File: config.mk
export PLATFORM = sky130hd
export DESIGN_NAME = fir_coef_sequencer_flat
export DESIGN_NICKNAME = d
export VERILOG_FILES = /design/src/rtl/fir_coef_sequencer_pkg.sv /design/src/rtl/fir_coef_sequencer_if.sv /design/src/rtl/fir_coef_out_stage.sv /design/src/rtl/fir_coef_sequencer.sv /design/src/flat_wrapper.sv
export SDC_FILE = /design/constraint.sdc
export NUM_CORES = 1
export LEC_CHECK = 0
export CAP_MARGIN = 20
export CORE_UTILIZATION = 39
export CTS_CLUSTER_DIAMETER = 60
export CTS_CLUSTER_SIZE = 24
export DETAILED_ROUTE_END_ITERATION = 10
export PLACE_DENSITY = 0.76
export SLEW_MARGIN = 10
export SYNTH_ARGS = -nofsm -noshare
export SYNTH_HDL_FRONTEND = slang
export SYNTH_HIERARCHICAL = 1
export SYNTH_SLANG_ARGS = --single-unit
File: constraint.sdc
create_clock -name clk -period 2.85 [get_ports clk]
set_clock_uncertainty 0.1 [all_clocks]
set_input_delay 0.855 -clock clk [delete_from_list [all_inputs] [get_ports clk]]
set_output_delay 0.855 -clock clk [all_outputs]
set_load 0.01 [all_outputs]
File: src/rtl/fir_coef_sequencer_pkg.sv
// Shared FIR coefficient package: sequencer state type, default widths and the sweep-size check.
// Also used by the coefficient write block.
package fir_coef_sequencer_pkg;

  localparam int unsigned FIR_COEF_W = 16;
  localparam int unsigned FIR_ADDR_W = 8;

  typedef enum logic [1:0] {
    StIdle,
    StRun,
    StDone
  } fir_seq_state_t;

  // A sweep is legal only when it has taps and every filter fits in the RAM.
  function automatic logic sweep_fits(input int unsigned num_filters,
                                      input int unsigned addr_w,
                                      input logic [7:0]  taps);
    longint unsigned need;
    longint unsigned cap;
    need = 64'(num_filters) * 64'(taps);
    cap  = 64'(1) << addr_w;
    return (taps != 8'd0) && (need <= cap);
  endfunction

endpackage

File: src/rtl/fir_coef_sequencer_if.sv
// Coefficient stream from the sequencer to the FIR MAC array, with valid/ready and tap tags.
interface fir_coef_sequencer_if
  import fir_coef_sequencer_pkg::*;
#(
  parameter int unsigned COEF_W = FIR_COEF_W,
  parameter int unsigned FILT_W = 2
);
  logic [COEF_W-1:0] coef_out;
  logic              coef_valid;
  logic              mac_ready;
  logic [7:0]        tap_idx;
  logic [FILT_W-1:0] filter_idx;
  logic              first_tap;
  logic              last_tap;

  modport master (
    output coef_out, coef_valid, tap_idx, filter_idx, first_tap, last_tap,
    input  mac_ready
  );

  modport slave (
    input  coef_out, coef_valid, tap_idx, filter_idx, first_tap, last_tap,
    output mac_ready
  );
endinterface

File: src/rtl/fir_coef_out_stage.sv
// Optional registered output stage for the coefficient stream: one output register plus a
// skid entry, so in_ready_o is a flop and full throughput holds while the sink is ready.
module fir_coef_out_stage #(
  parameter int unsigned Width = 8
) (
  input  logic             clk,
  input  logic             reset_n,
  input  logic             in_valid_i,
  output logic             in_ready_o,
  input  logic [Width-1:0] in_data_i,
  output logic             out_valid_o,
  input  logic             out_ready_i,
  output logic [Width-1:0] out_data_o
);
  logic             out_valid_q, out_valid_d;
  logic [Width-1:0] out_data_q, out_data_d;
  logic             skid_valid_q, skid_valid_d;
  logic [Width-1:0] skid_data_q, skid_data_d;

  assign in_ready_o  = !skid_valid_q;
  assign out_valid_o = out_valid_q;
  assign out_data_o  = out_data_q;

  always_comb begin
    out_valid_d  = out_valid_q;
    out_data_d   = out_data_q;
    skid_valid_d = skid_valid_q;
    skid_data_d  = skid_data_q;
    if (!out_valid_q || out_ready_i) begin
      // Skid drains first; input is blocked that cycle since in_ready_o is low.
      if (skid_valid_q) begin
        out_valid_d  = 1'b1;
        out_data_d   = skid_data_q;
        skid_valid_d = 1'b0;
      end else begin
        out_valid_d = in_valid_i;
        if (in_valid_i) begin
          out_data_d = in_data_i;
        end
      end
    end else if (in_valid_i && !skid_valid_q) begin
      skid_valid_d = 1'b1;
      skid_data_d  = in_data_i;
    end
  end

  always_ff @(posedge clk) begin
    if (!reset_n) begin
      out_valid_q  <= 1'b0;
      out_data_q   <= '0;
      skid_valid_q <= 1'b0;
      skid_data_q  <= '0;
    end else begin
      out_valid_q  <= out_valid_d;
      out_data_q   <= out_data_d;
      skid_valid_q <= skid_valid_d;
      skid_data_q  <= skid_data_d;
    end
  end
endmodule

File: src/rtl/fir_coef_sequencer.sv
// Read-side sweep of the FIR coefficient RAM: one pass over every tap of every filter per sample.
// Define FIR_COEF_OUT_REG_EN to register the coefficient stream through fir_coef_out_stage.
module fir_coef_sequencer
  import fir_coef_sequencer_pkg::*;
#(
  parameter int unsigned NUM_FILTERS = 4,
  parameter int unsigned ADDR_W      = FIR_ADDR_W,
  parameter int unsigned COEF_W      = FIR_COEF_W
) (
  input  logic                clk,
  input  logic                reset_n,
  input  logic [7:0]          taps_per_filter,
  input  logic                sample_strobe,
  output logic [ADDR_W-1:0]   coef_rd_addr,
  input  logic [COEF_W-1:0]   coef_rd_data,
  fir_coef_sequencer_if.master mac_if,
  output logic                busy,
  output logic                sweep_done,
  output logic                overrun
);
  localparam int unsigned FILT_W = (NUM_FILTERS > 1) ? $clog2(NUM_FILTERS) : 1;
  localparam logic [FILT_W-1:0] LastFilt = FILT_W'(NUM_FILTERS - 1);

  fir_seq_state_t    state_q, state_d;
  logic [7:0]        taps_q, taps_d;
  logic [7:0]        tap_q, tap_d;
  logic [FILT_W-1:0] filt_q, filt_d;
  logic [ADDR_W-1:0] addr_q, addr_d;
  logic              overrun_q, overrun_d;

  logic issue;       // counters present an entry this cycle
  logic advance;     // that entry leaves the counters
  logic out_accept;  // MAC takes an entry
  logic out_final;   // ...and it is the last one of the sweep
  logic is_last_tap;
  logic final_entry;

  assign is_last_tap = (tap_q == taps_q - 8'd1);
  assign final_entry = is_last_tap && (filt_q == LastFilt);

`ifdef FIR_COEF_OUT_REG_EN
  localparam int unsigned PayloadW = 3 + FILT_W + 8 + COEF_W;

  logic                issued_all_q, issued_all_d;
  logic                stage_in_ready, stage_out_valid;
  logic [PayloadW-1:0] in_payload, out_payload, out_gated;
  logic                o_last, o_first;
  logic [FILT_W-1:0]   o_filt;
  logic [7:0]          o_tap;
  logic [COEF_W-1:0]   o_coef;

  assign issue      = (state_q == StRun) && !issued_all_q;
  assign advance    = issue && stage_in_ready;
  assign in_payload = {final_entry, is_last_tap, tap_q == 8'd0, filt_q, tap_q, coef_rd_data};

  fir_coef_out_stage #(
    .Width(PayloadW)
  ) u_out_stage (
    .clk         (clk),
    .reset_n     (reset_n),
    .in_valid_i  (issue),
    .in_ready_o  (stage_in_ready),
    .in_data_i   (in_payload),
    .out_valid_o (stage_out_valid),
    .out_ready_i (mac_if.mac_ready),
    .out_data_o  (out_payload)
  );

  assign out_gated = stage_out_valid ? out_payload : '0;
  assign {out_final, o_last, o_first, o_filt, o_tap, o_coef} = out_gated;

  assign out_accept        = stage_out_valid && mac_if.mac_ready;
  assign mac_if.coef_valid = stage_out_valid;
  assign mac_if.coef_out   = o_coef;
  assign mac_if.tap_idx    = o_tap;
  assign mac_if.filter_idx = o_filt;
  assign mac_if.first_tap  = o_first;
  assign mac_if.last_tap   = o_last;

  // Stops the counters issuing once the final entry is in the stage; the sweep ends on its accept.
  always_comb begin
    issued_all_d = issued_all_q;
    if (state_q == StIdle && sample_strobe) begin
      issued_all_d = 1'b0;
    end else if (advance && final_entry) begin
      issued_all_d = 1'b1;
    end
  end

  always_ff @(posedge clk) begin
    if (!reset_n) begin
      issued_all_q <= 1'b0;
    end else begin
      issued_all_q <= issued_all_d;
    end
  end
`else
  assign issue      = (state_q == StRun);
  assign advance    = issue && mac_if.mac_ready;
  assign out_accept = advance;
  assign out_final  = final_entry;

  assign mac_if.coef_valid = issue;
  assign mac_if.coef_out   = issue ? coef_rd_data : '0;
  assign mac_if.tap_idx    = tap_q;
  assign mac_if.filter_idx = filt_q;
  assign mac_if.first_tap  = issue && (tap_q == 8'd0);
  assign mac_if.last_tap   = issue && is_last_tap;
`endif

  always_comb begin
    state_d   = state_q;
    taps_d    = taps_q;
    tap_d     = tap_q;
    filt_d    = filt_q;
    addr_d    = addr_q;
    overrun_d = overrun_q | (sample_strobe && (state_q != StIdle));
    unique case (state_q)
      StIdle: begin
        if (sample_strobe) begin
          taps_d  = taps_per_filter;
          tap_d   = 8'd0;
          filt_d  = '0;
          addr_d  = '0;
          state_d = sweep_fits(NUM_FILTERS, ADDR_W, taps_per_filter) ? StRun : StDone;
        end
      end
      StRun: begin
        if (advance) begin
          addr_d = addr_q + ADDR_W'(1);
          if (is_last_tap) begin
            tap_d  = 8'd0;
            filt_d = filt_q + FILT_W'(1);
          end else begin
            tap_d = tap_q + 8'd1;
          end
        end
        if (out_accept && out_final) begin
          state_d = StDone;
        end
      end
      StDone: state_d = StIdle;
      default: state_d = StIdle;
    endcase
  end

  always_ff @(posedge clk) begin
    if (!reset_n) begin
      state_q   <= StIdle;
      taps_q    <= 8'd0;
      tap_q     <= 8'd0;
      filt_q    <= '0;
      addr_q    <= '0;
      overrun_q <= 1'b0;
    end else begin
      state_q   <= state_d;
      taps_q    <= taps_d;
      tap_q     <= tap_d;
      filt_q    <= filt_d;
      addr_q    <= addr_d;
      overrun_q <= overrun_d;
    end
  end

  assign coef_rd_addr = addr_q;
  assign busy         = (state_q == StRun);
  assign sweep_done   = (state_q == StDone);
  assign overrun      = overrun_q;
endmodule

File: src/flat_wrapper.sv
// flat-port wrapper written by rule: the top's interface ports become plain ports
module fir_coef_sequencer_flat import fir_coef_sequencer_pkg::*;
#(
  parameter int unsigned NUM_FILTERS = 4,
  parameter int unsigned ADDR_W      = FIR_ADDR_W,
  parameter int unsigned COEF_W      = FIR_COEF_W
)
  (clk, reset_n, taps_per_filter, sample_strobe, coef_rd_addr, coef_rd_data, busy, sweep_done, overrun, mac_if_coef_out, mac_if_coef_valid, mac_if_tap_idx, mac_if_filter_idx, mac_if_first_tap, mac_if_last_tap, mac_if_mac_ready);
  fir_coef_sequencer_if #(.COEF_W(COEF_W), .FILT_W(2)) mac_if_i ();
  input  logic clk;
  input  logic reset_n;
  input  logic [7:0] taps_per_filter;
  input  logic sample_strobe;
  output logic [ADDR_W-1:0] coef_rd_addr;
  input  logic [COEF_W-1:0] coef_rd_data;
  output logic busy;
  output logic sweep_done;
  output logic overrun;
  output wire logic [$bits(mac_if_i.coef_out)-1:0] mac_if_coef_out;
  output wire logic [$bits(mac_if_i.coef_valid)-1:0] mac_if_coef_valid;
  output wire logic [$bits(mac_if_i.tap_idx)-1:0] mac_if_tap_idx;
  output wire logic [$bits(mac_if_i.filter_idx)-1:0] mac_if_filter_idx;
  output wire logic [$bits(mac_if_i.first_tap)-1:0] mac_if_first_tap;
  output wire logic [$bits(mac_if_i.last_tap)-1:0] mac_if_last_tap;
  input wire logic [$bits(mac_if_i.mac_ready)-1:0] mac_if_mac_ready;
  assign mac_if_coef_out = mac_if_i.coef_out;
  assign mac_if_coef_valid = mac_if_i.coef_valid;
  assign mac_if_tap_idx = mac_if_i.tap_idx;
  assign mac_if_filter_idx = mac_if_i.filter_idx;
  assign mac_if_first_tap = mac_if_i.first_tap;
  assign mac_if_last_tap = mac_if_i.last_tap;
  assign mac_if_i.mac_ready = mac_if_mac_ready;
  fir_coef_sequencer #(.NUM_FILTERS(NUM_FILTERS), .ADDR_W(ADDR_W), .COEF_W(COEF_W)) u_core (.clk(clk), .reset_n(reset_n), .taps_per_filter(taps_per_filter), .sample_strobe(sample_strobe), .coef_rd_addr(coef_rd_addr), .coef_rd_data(coef_rd_data), .mac_if(mac_if_i), .busy(busy), .sweep_done(sweep_done), .overrun(overrun));
endmodule
---- Word-level counts from Yosys, hierarchy flattened ----
Index checks and enable logic that the tools add are counted.
storage, ports and cells
  output and inout port bits .............. 40
  input bits .............................. 28
  flip-flop bits (word level) ............. 29
operators by class
  magnitude comparators ................... 1
  reductions and logical operators ........ 16
  bitwise gates (word level) .............. 1
  add/subtract/negate cells ............... 4
  equal/unequal tests ..................... 8
  multiplexer cells ....................... 15
operator list
  operator                                                                           number
  8-bit two-way mux                                                                  4
  8-bit one-hot mux with 2 select lines                                              2
  8-bit by 1-bit adder with 8-bit output, second input constant                      2
  16-bit two-way mux                                                                 1
  2-bit two-way mux                                                                  6
  10-bit by 9-bit less-or-equal comparator with 1-bit output, second input constant  1
  8-bit equality test                                                                1
  8-bit logical NOT                                                                  1
  2-bit != test, second input constant                                               4
  2-bit one-hot mux with 2 select lines                                              2
  8-bit nonzero test                                                                 1
  8-bit by 1-bit subtractor with 8-bit output, second input constant                 1
  1-bit logical AND                                                                  7
  2-bit equality test, second input constant                                         2
  2-bit AND reduction                                                                2
  4-bit AND reduction                                                                1
  2-bit nonzero test                                                                 2
  3-bit AND reduction                                                                1
  2-bit by 1-bit adder with 2-bit output, second input constant                      1
  2-bit by 1-bit equality test with 1-bit output, second input constant              1
  2-bit logical NOT                                                                  1
  1-bit OR                                                                           1

---- Longest topological paths before layout ----
  word-level depth ........................ 6
  depth in mapped cells ................... 8
  depth with buffers taken out ............ 8

---- Least setup slack after synthesis ----
No wires, ideal clock.
  path kind ............................... reg-to-output
  start point ............................. reg u_core.taps_q[0]
  end point ............................... out mac_if_last_tap
  path slack .............................. -0.225 ns
  cell stages (with the launch flop) ...... 8
  buffers on the path ..................... 0
  data arrival time ....................... 2.120 ns
  data required time ...................... 1.895 ns
  path through ............................ dfxtp_1 inv_1 ha_1 or3b_2 a211oi_1 o211ai_1 a211o_4 nor3b_1
on the way
  cells in the longest elaborated chain, start to end .. 3
ends and longest elaborated chain
  item                                         line                       RTL
  start: declaration                           fir_coef_sequencer.sv:25   logic [7:0] taps_q, taps_d;
  start signal: assignment                     fir_coef_sequencer.sv:157  taps_q <= taps_d;
  8-bit by 1-bit subtractor with 8-bit output  fir_coef_sequencer.sv:38   assign is_last_tap = (tap_q == taps_q - 8'd1);
  8-bit equality test                          fir_coef_sequencer.sv:38
  1-bit logical AND                            fir_coef_sequencer.sv:108  assign mac_if.last_tap = issue && is_last_tap;
  end: declaration                             flat_wrapper.sv:24         output wire logic [$bits(mac_if_i.last_tap)-1:0] mac_if_last_tap;
No other way between the ends.

---- Final worst setup path ----
  start point ............................. reg u_core.taps_q[3]
  end point ............................... out mac_if_last_tap
Same word-level chain as after synthesis.

==> out/metrics.cfg <==
[sta]
tightest_slew_ps = 410
report.final.setup_viol = 1
hold_viol = 0
max_freq_ghz = 0.319
final-max-slew-violation-count = 0
rsz0062_at_grt = true
max_slew_margin_pct = 71.9
period_needed_ps = 3140
setup_ws_ps = -287
period_share_pct = 110

[pwr]
power_leakage_nw = 1.16
total_power_mw = 1.14
p_sw_uw = 358
internal_power_uw = 782
ir_drop_mv = 0.183
sw_frac_of_total_pct = 31.4
seq_power_share_pct = 38.3
power_frac_clock_pct = 29.6
comb_power_share_pct = 32.1
p_per_area_nw_per_um2 = 413

[synthesis]
synthDistinctLibCells = 41
synth_cells = 213
syn-num-nets = 246
ys_seq_area_share_pct = 33.6
avgSynthCellArea_um2 = 8.10
synth_top_area_share_pct = 33.6
ys.flop_type = dfxtp_1
synth_commonest_cells = dfxtp_1 (29), nand2_1 (26), nor2_1 (25)
yosysMostFrequentCell = dfxtp_1
syn_area_um2 = 1730
ys_async_sr_fraction_pct = 0
synth.largest_area_cell = dfxtp_1
synthTopCellsByArea = dfxtp_1 (34%), xor2_1 (7.6%), and2_1 (6.5%), nand2_1 (5.7%), nor2_1 (5.4%)
ys_warn_count = 6
synth-seq-cells = 29
synth_edf_count = 0

[floorplan]
rows = 23
initial_core_util_pct = 41.9
die_x_um = 68.5
pin_count = 68
die-area_um2 = 4690
core_area_um2 = 4120
die_h_um = 68.5

[critical_path]
cpMaxStageDelayCell = or4_4
worstPathCellList = or4_4, and4bb_1, a311oi_2, a211o_4, nor3b_4, buf_2
critPathBufInv = 1
cp-end-kind = output pin
cp-start-kind = register
critPathMaxStageDelay_ps = 540
crit_path_max_fanout = 3
cp.required_ps = 1900
critPathKind = reg2out
cp.arrival_ps = 2180
worst_path_dominant_cell_family = simple AND/OR/NAND/NOR gates

[layout]
area_growth_pct = 59.9
nNetsFinal = 341
drive_above_1_share_pct = 19.4
finalNonFillerCells = 359
diodes = 0

[global_route]
grt_max_degree = 19
grtUsageTotal_pct = 21.1
grt_pass1_wl_um = 7300
antenna_found_initial = 0
overflow = 0
first_global_vias = 1711

[clocking]
cts_buffers = 5
path_clk_slew_ps = 60
clk_latency_ps = 290
cts_buffer_depth = 2
h-tree-depth = 2
numClockSinks = 29
clockRootBuffer = clkbuf_8
cts_tree = done

[detailed_routing]
drt-pass1-iter-count = 4
totalWireLength_um = 4520
wl_per_cell_um = 12.6
vias_per_cell = 5.10
first_iter_violations = 56
drc = 0
vias = 1831
ant_nets = 0

[run_status]
violations = setup timing
status = complete, but fails checks

[flow_run]
cap_violations = 0

[place]
io_buffers = 67
placed_cells = 348
dp_hpwl_um = 3430
gp_congestion = 0.836

[worst_hold_path]
min_path_type = reg2reg

==> final timing paths <==
path | start | to | slack, ps | cells past startpoint
worst max register to register | u_core/taps_q[3] | u_core/mac_if.tap_idx[6] | 500 | 7
worst max-delay path | u_core/taps_q[3] | mac_if_last_tap | -290 | 6
worst min-delay path | u_core/overrun | u_core/overrun | 350 | 2
worst min register to register | u_core/overrun | u_core/overrun | 350 | 2
==> worst register-to-register path, delay by kind of cell (launching register included) <==
| family | cells | cell delay (ps) |
|---|---|---|
| simple gates | 3 | 930 |
| compound gates | 3 | 710 |
| flops | 1 | 320 |
| buf+inv | 1 | 170 |
==> metrics by stage <==
step           setup slack, ps  instance area [um^2]  utilization [%]  hold WS [ps]  TNS, ps
2_1_floorplan            0.847                  1750                -           350        0
3_3_place_gp              -468                  2660             64.5           341    -1230
3_5_place_dp              -468                  2660             64.5           341    -1320
4_1_cts                   -294                  2740             66.6           351     -294
5_1_grt                   -348                  2760             67.0           366     -348
6_report                  -287                  2760             67.0           350     -287
==> what timing repair did <==
item                       in CTS  in global routing
pin swaps                       3                  3
setup endpoints to repair      18                  2
hold buffers                    0                  0
resized for setup              26                  2
buffers inserted                2                  1
==> kinds of logic (layout without fill, tap and decap cells) <==
family	count (synthesis)	after routing	share of synthesized area [%]
AOI/OAI and AO/OA	34	34	15.5
adders and majority gates	5	5	3.63
DFF	29	29	33.6
buffers and inverters	18	114	4.21
and+or+nand+nor	105	105	31.6
xor gates and xnor gates	20	20	10.2
muxes	2	2	1.23
==> power by group through the flow <==
stage	combinational [mW]	clock, mW	sequential (mW)
floorplan	0.199	0	0.449
global placement	0.365	0	0.445
detailed placement	0.370	0	0.446
CTS	0.362	0.347	0.437
global route	0.399	0.366	0.439
finish	0.366	0.337	0.437
==> state kept, by name, summed over array words and instances, names as in the netlist <==
signal	cells
u_core/mac_if.tap_idx	8
u_core/mac_if.filter_idx	2
u_core/taps_q	8
u_core/overrun	1
u_core/coef_rd_addr	8
u_core/state_q	2
==> area by class of cell <==
cell class | count | area (um^2)
multi-input combinational | 166 | 1120
sequential | 29 | 584
tap | 50 | 62.6
timing repair buffer | 98 | 877
fill | 355 | 1360
clock buffer | 5 | 68.8
clock inverter | 3 | 17.5
inverter | 8 | 30.0
==> placed cells by master, fill, tap and decap left out, types with 2 or more instances in the layout <==
cell type        instances
nand2b_1                 3
inv_2                    2
clkbuf_8                 5
o31a_1                   2
a31oi_1                  3
o21ai_0                  4
nand2_1                 26
dfxtp_2                  3
dfxtp_1                 26
buf_4                   31
clkinv_2                 2
and2_1                  18
xor2_1                  15
nor3_1                   3
nand3_1                  7
dlygate4sd2_1           17
and3_1                   3
xnor2_1                  5
and4_1                   3
inv_1                    6
nand4_1                  6
nor2_1                  25
clkdlybuf4s50_1         49
a21oi_1                 15
ha_1                     4
==> layer usage <==
layer,track usage (%),vias to the layer above,routed length (um)
li1,-,926,-
met1,24.5,833,2010
met2,34.6,63,2160
met3,7.40,9,271
met4,10.2,0,84
met5,0,-,0
(Power assumes the default switching activity.)
==> variant 1 (same settings) <==
The 3 states of `fir_seq_state_t` get a one-hot encoding in 3 bits.
--- a/src/rtl/fir_coef_sequencer_pkg.sv
+++ b/src/rtl/fir_coef_sequencer_pkg.sv
@@ -5,10 +5,10 @@
   localparam int unsigned FIR_COEF_W = 16;
   localparam int unsigned FIR_ADDR_W = 8;
 
-  typedef enum logic [1:0] {
-    StIdle,
-    StRun,
-    StDone
+  typedef enum logic [2:0] {
+    StIdle = 3'b001,
+    StRun  = 3'b010,
+    StDone = 3'b100
   } fir_seq_state_t;
 
   // A sweep is legal only when it has taps and every filter fits in the RAM.
Behaviour: same outputs for any inputs over 10 cycles, from zero or initial values and one cycle with reset_n low; not proved beyond that.
==> variant 1 against the original RTL <==
- the run still ends with negative setup slack left
- synthesized area grew 1.2%
- power shrank 11%
- wire length grew 5.2%
- global-route usage grew 0.84 points
- non-clock buffer count shrank 4
- sequential cell count grew 1
- die area grew 1.2%
- critical path depth grew 2
- combinational power shrank 41%
- sequential share of layout area grew 0.90 points
- count of clock-buffer cells in the layout grew 2
- first-iteration DRC count grew 140%
- worst setup slack gained 220 ps
- final area shrank 1.0%
- largest power group unchanged
- highest routed layer unchanged
==> variant 1: results (changes against the original RTL) <==
| Metric | Value |
|---|---|
| Area contributors post-synth | dfxtp_1 (34%), nand2_1 (8.2%), and2_1 (6.8%) |
| Final Non-Filler Cells | 367 (+2.2%) |
| WP data arrival | 1960 ps (-220 ps) |
| Reg clk slew, reported paths | 70 ps |
| Xor/xnor cell area share of the yosys netlist | 11.53% (+1.4 points) |
| Compound-Gate Fraction of Synth Area | 12.68% (-2.8 points) |
| R2R Path Start | u_core/taps_q[0] |
| Post-DP HPWL | 3677 um (+7.2%) |
| Routed vias/inst | 5.213 (+2.2%) |
| Crit path max fanout | 6 (+3) |
| Logic pwr share | 21.3% (-11 points) |
| WL/cell | 12.96 um (+2.9%) |
| Seq pwr | 0.000448 W (+3%) |
| Avg Inst Size Synth | 7.798 um^2 (-3.7%) |
| Initial DRC Count | 135 (+140%) |
| Share of cells above drive strength 1 | 14.83% (-4.6 points) |
| Post-Synth Adder-Cell Area | 3.582% (-0.044 points) |
| Worst Tran Pin Value | 462.9 ps (+52.41 ps) |
| DP Area | 0.002631 mm^2 (-0.90%) |
| R2R Path End | u_core/mac_if.filter_idx[1] |
| H-tree level count | 2 (unchanged) |
| Crit path from | u_core/taps_q[0] |
| Synth cell count leaders | nand2_1 (38), dfxtp_1 (30), nor2_1 (20), and2_1 (19), xor2_1 (12) |
| Vias in the first global route | 1,759 (+2.8%) |
| Post-route setup slack | -63.90 ps (+223.3 ps) |
| Reg area | 603.1 um^2 (+3.2%) |
| Final setup vio count | 1 (unchanged) |
| Mux contribution to synthesized area | 0% (-1.2 points) |
| Synth unique cells | 42 (+2.4%) |
| Int Pwr | 0.0007451 W (-4.7%) |
| Syn_nets | 257 (+4.5%) |
| Inserted Diodes | 0 (unchanged) |
| Routability cong. | 0.7978 (-4.6%) |
| Placed insts | 357 (+2.6%) |
| Syn. warnings | 6 (unchanged) |
| Leak pwr | 1.190 nW (+2.4%) |
| Failing checks | negative setup slack |
| GRT Util Overall | 21.99% (+0.84 points) |
| R2r setup slk | 470 ps (-30 ps) |
| Sequential-to-total area share from yosys stat | 34.38% (+0.74 points) |
| Status | complete, but fails checks |
| VDD IR-drop max | 0.1887 mV (+3.1%) |
| R2r worst-path depth | 9 (+2) |
| Comb power | 0.000215 W (-41%) |
| Largest net degree at the start of global routing | 15 (-4) |
| First-pass GRT wire length | 7631 um (+4.5%) |
| Pre-CTS setup slack | -374.4 ps (+93.85 ps) |
| Clock Path Buffers | 2 (unchanged) |
## variant 1: repair_timing
action                     CTS  global route
setup buffers                1             0
pin swaps                    2             1
gates resized for setup     31             5
cloned                       1             0
setup endpoints to repair   20             2
## variant 1: area by class of cell
type	instances	area share, %
multi-input combinational	179	40.54
timing repair buffer	94	30.92
sequential	30	22.08
clock buffer	7	3.161
tap	50	2.290
inverter	6	0.8246
clock inverter	1	0.1832
## variant 1: worst max-delay path: stages, from the launching register on
cell and delay (ps):
dfxtp_2 330, inv_2 40, ha_4 170, nor2b_1 120, or3_1 340, a31o_1 180, a211o_1 270, nor2_2 80
buf_2 140
## variant 1: metrics by stage
step / hold slack, ps / TNS [ps]
floorplan: 373.2 / 0
global placement: 359.3 / -966.8
detailed placement: 362.2 / -1149
CTS: 381.9 / -105.6
global route: 405.8 / -167.8
finish: 378.2 / -63.90
## variant 1: routing by layer
metal	share of wire (%)	track usage, %
met1	42	25.82
met2	50	38.35
met3	6.2	4.605
met4	1.8	9.184
met5	0	0
==> variant 2 (same flow settings) <==
Without the edit above. Add a define of `FIR_COEF_OUT_REG_EN`.
--- a/src/rtl/fir_coef_sequencer.sv
+++ b/src/rtl/fir_coef_sequencer.sv
@@ -1,5 +1,7 @@
 // Read-side sweep of the FIR coefficient RAM: one pass over every tap of every filter per sample.
 // Define FIR_COEF_OUT_REG_EN to register the coefficient stream through fir_coef_out_stage.
+`define FIR_COEF_OUT_REG_EN
+
 module fir_coef_sequencer
   import fir_coef_sequencer_pkg::*;
 #(
Check against the original RTL: not equivalent (a bounded check fails within 4 cycles, from zero or initial values and one cycle with reset_n low).
==> variant 2 against the original RTL <==
- register-to-register slack lost 120 ps
- clock power rose to 3.6 times the old value
- synthesized area rose to 2.6 times the old value
- power rose by 150%
- fmax up 16%
- wire length up 130%
- utilization fell by 17 points
- worst setup slack improved by 440 ps
- sequential cell count up 61
- final area is 100% higher
- largest cell class unchanged
- largest power group unchanged
==> variant 2: results (changes against the original RTL) <==
| Metric | Value |
|---|---|
| Status | complete, no violations |
| Placed insts | 684 (+97%) |
| R2r worst-path depth | 11 (+4) |
| Clk root buf | clkbuf_16 |
| Reg clk slew, reported paths | 70 ps |
| DR pass1 iterations | 4 (unchanged) |
| Sequential-to-total area share from yosys stat | 39.96% (+6.3 points) |
| Clk_lat worst skew | 340 ps (+50 ps) |
| Largest delay share family, worst path | buffers and inverters |
| Largest net degree at the start of global routing | 52 (+33) |
| GRT Util Overall | 18.20% (-2.9 points) |
| First-pass GRT wire length | 17,270 um (+140%) |
| CTS buffer count | 9 (+4) |
| Leak pwr | 2.255 nW (+94%) |
| Worst Tran Pin Value | 515.2 ps (+104.8 ps) |
| CP max-delay cell | clkdlybuf4s50_1 |
| VDD IR-drop max | 0.2750 mV (+50%) |
| WP data arrival | 1740 ps (-440 ps) |
| Routability cong. | 0.8479 (+1.4%) |
| WL/cell | 14.68 um (+17%) |
| Fillers | 1,013 (+190%) |
| CTS resizes | 0 (-100%) |
| Crit path max fanout | 5 (+2) |
| Syn_nets | 535 (+120%) |
| H-tree level count | 3 (+1) |
| Post-DP HPWL | 6994 um (+100%) |
| Area contributors post-synth | dfxtp_1 (40%), nand2_1 (7.2%), mux2i_1 (6.9%) |
| R2R Path Start | u_core/taps_q[0] |
| R2r setup slk | 380 ps (-120 ps) |
| Post-synth ARST share | 0% (unchanged) |
| Initial DRC Count | 223 (+300%) |
| Routed vias/inst | 5.304 (+4.0%) |
| R2R Path End | u_core/u_out_stage/out_data_o[28] |
| Synth unique cells | 56 (+37%) |
| Hold Path Class | reg -> reg |
| WL final | 10,270 um (+130%) |
| Port Buffers | 67 (unchanged) |
| Synth cell count leaders | dfxtp_1 (90), nand2_1 (87), nand3_1 (39), and2_1 (33), mux2i_1 (31) |
| Slowest stage delay, CP | 560 ps (+20 ps) |
| Crit path from | u_core/state_q[0] |
| Inserted Diodes | 0 (unchanged) |
| Sw power | 0.0006595 W (+84%) |
| Share of cells above drive strength 1 | 8.750% (-11 points) |
| Crit path to | busy |
| Crit path time final | 2698 ps (-439.5 ps) |
| Clock Path Buffers | 2 (unchanged) |
| Initial antenna violation count | 0 (unchanged) |
| Post-CTS setup buffer count | 0 (-2) |
| DP Area | 0.005248 mm^2 (+98%) |
| Vias in the first global route | 3,598 (+110%) |
| Synth Instances | 502 (+140%) |
| Final layout net count | 588 (+72%) |
| Pre-CTS setup slack | 80.01 ps (+548.3 ps) |
variant 2: cell count changes after synthesis, moves of 5 or more:
cell      unedited run  this run
a21oi_1             15         4
mux2i_1              1        31
a21boi_1             0        30
buf_6                0         5
nand2_1             26        87
buf_1                0         5
clkbuf_1             8        19
dfxtp_1             29        90
o211a_1              0        29
nand3_1              7        39
nor2_1              25        15
and2_1              18        33
a21boi_0             0         9
buf_2                1        10
variant 2: worst min path at each step:
stage	startpoint	to	slack [ps]	cells after the start
after floorplan	u_core/u_out_stage/skid_data_q[0]	u_core/u_out_stage/skid_data_q[0]	330	2
after global placement	u_core/u_out_stage/skid_data_q[28]	u_core/u_out_stage/skid_data_q[28]	340	2
after detailed placement	u_core/u_out_stage/skid_data_q[25]	u_core/u_out_stage/skid_data_q[25]	340	2
after CTS	u_core/u_out_stage/skid_data_q[25]	u_core/u_out_stage/skid_data_q[25]	350	2
after global routing	u_core/u_out_stage/skid_data_q[9]	u_core/u_out_stage/skid_data_q[9]	380	2
final	u_core/u_out_stage/skid_data_q[25]	u_core/u_out_stage/skid_data_q[25]	350	2
variant 2: cell families after synthesis:
| family | count (synthesis) | synth area share [%] |
|---|---|---|
| fa+ha+maj | 5 | 1.387 |
| flops | 90 | 39.96 |
| mux | 31 | 6.881 |
| compound gates | 94 | 17.79 |
| simple gates | 215 | 24.19 |
| buf+inv | 47 | 5.744 |
| xor+xnor | 20 | 4.051 |
variant 2: worst reg2reg max path, delay by kind of cell (launching register included):
kind / cells / cell delay (ps)
DFF: 1 / 400
muxes: 1 / 120
buffers and inverters: 1 / 60
AOI/OAI and AO/OA: 4 / 780
and+or+nand+nor: 4 / 610
adders and majority gates: 1 / 290
variant 2: cell type report:
type | instances | area, um^2 | share of cell area, %
multi-input cells | 365 | 2449 | 44.02
flip-flops and latches | 90 | 1803 | 32.41
repair buffers | 83 | 798.3 | 14.35
clock buffers | 11 | 252.7 | 4.543
well taps | 140 | 175.2 | 3.149
clock inverters | 5 | 62.56 | 1.125
inverters | 6 | 22.52 | 0.4049
variant 2: layer usage:
metal  track usage [%]  part of all wire, %  wire, um  vias up
met4             7.905                  1.3       137        0
met1             23.05                   46      4699     1804
met2             30.59                   50      5120       58
met3             2.845                  3.1       315        7
li1                  -                    -         -     1844
met5                 0                    0         0        -
variant 2: power groups by stage:
stage	logic, W	clock network (W)	registers, W
2_1_floorplan	0.000175	0	0.00135
3_3_place_gp	0.000260	0	0.00135
3_5_place_dp	0.000269	0	0.00135
4_1_cts	0.000270	0.00125	0.00132
5_1_grt	0.000297	0.00131	0.00133
6_report	0.000268	0.00123	0.00132
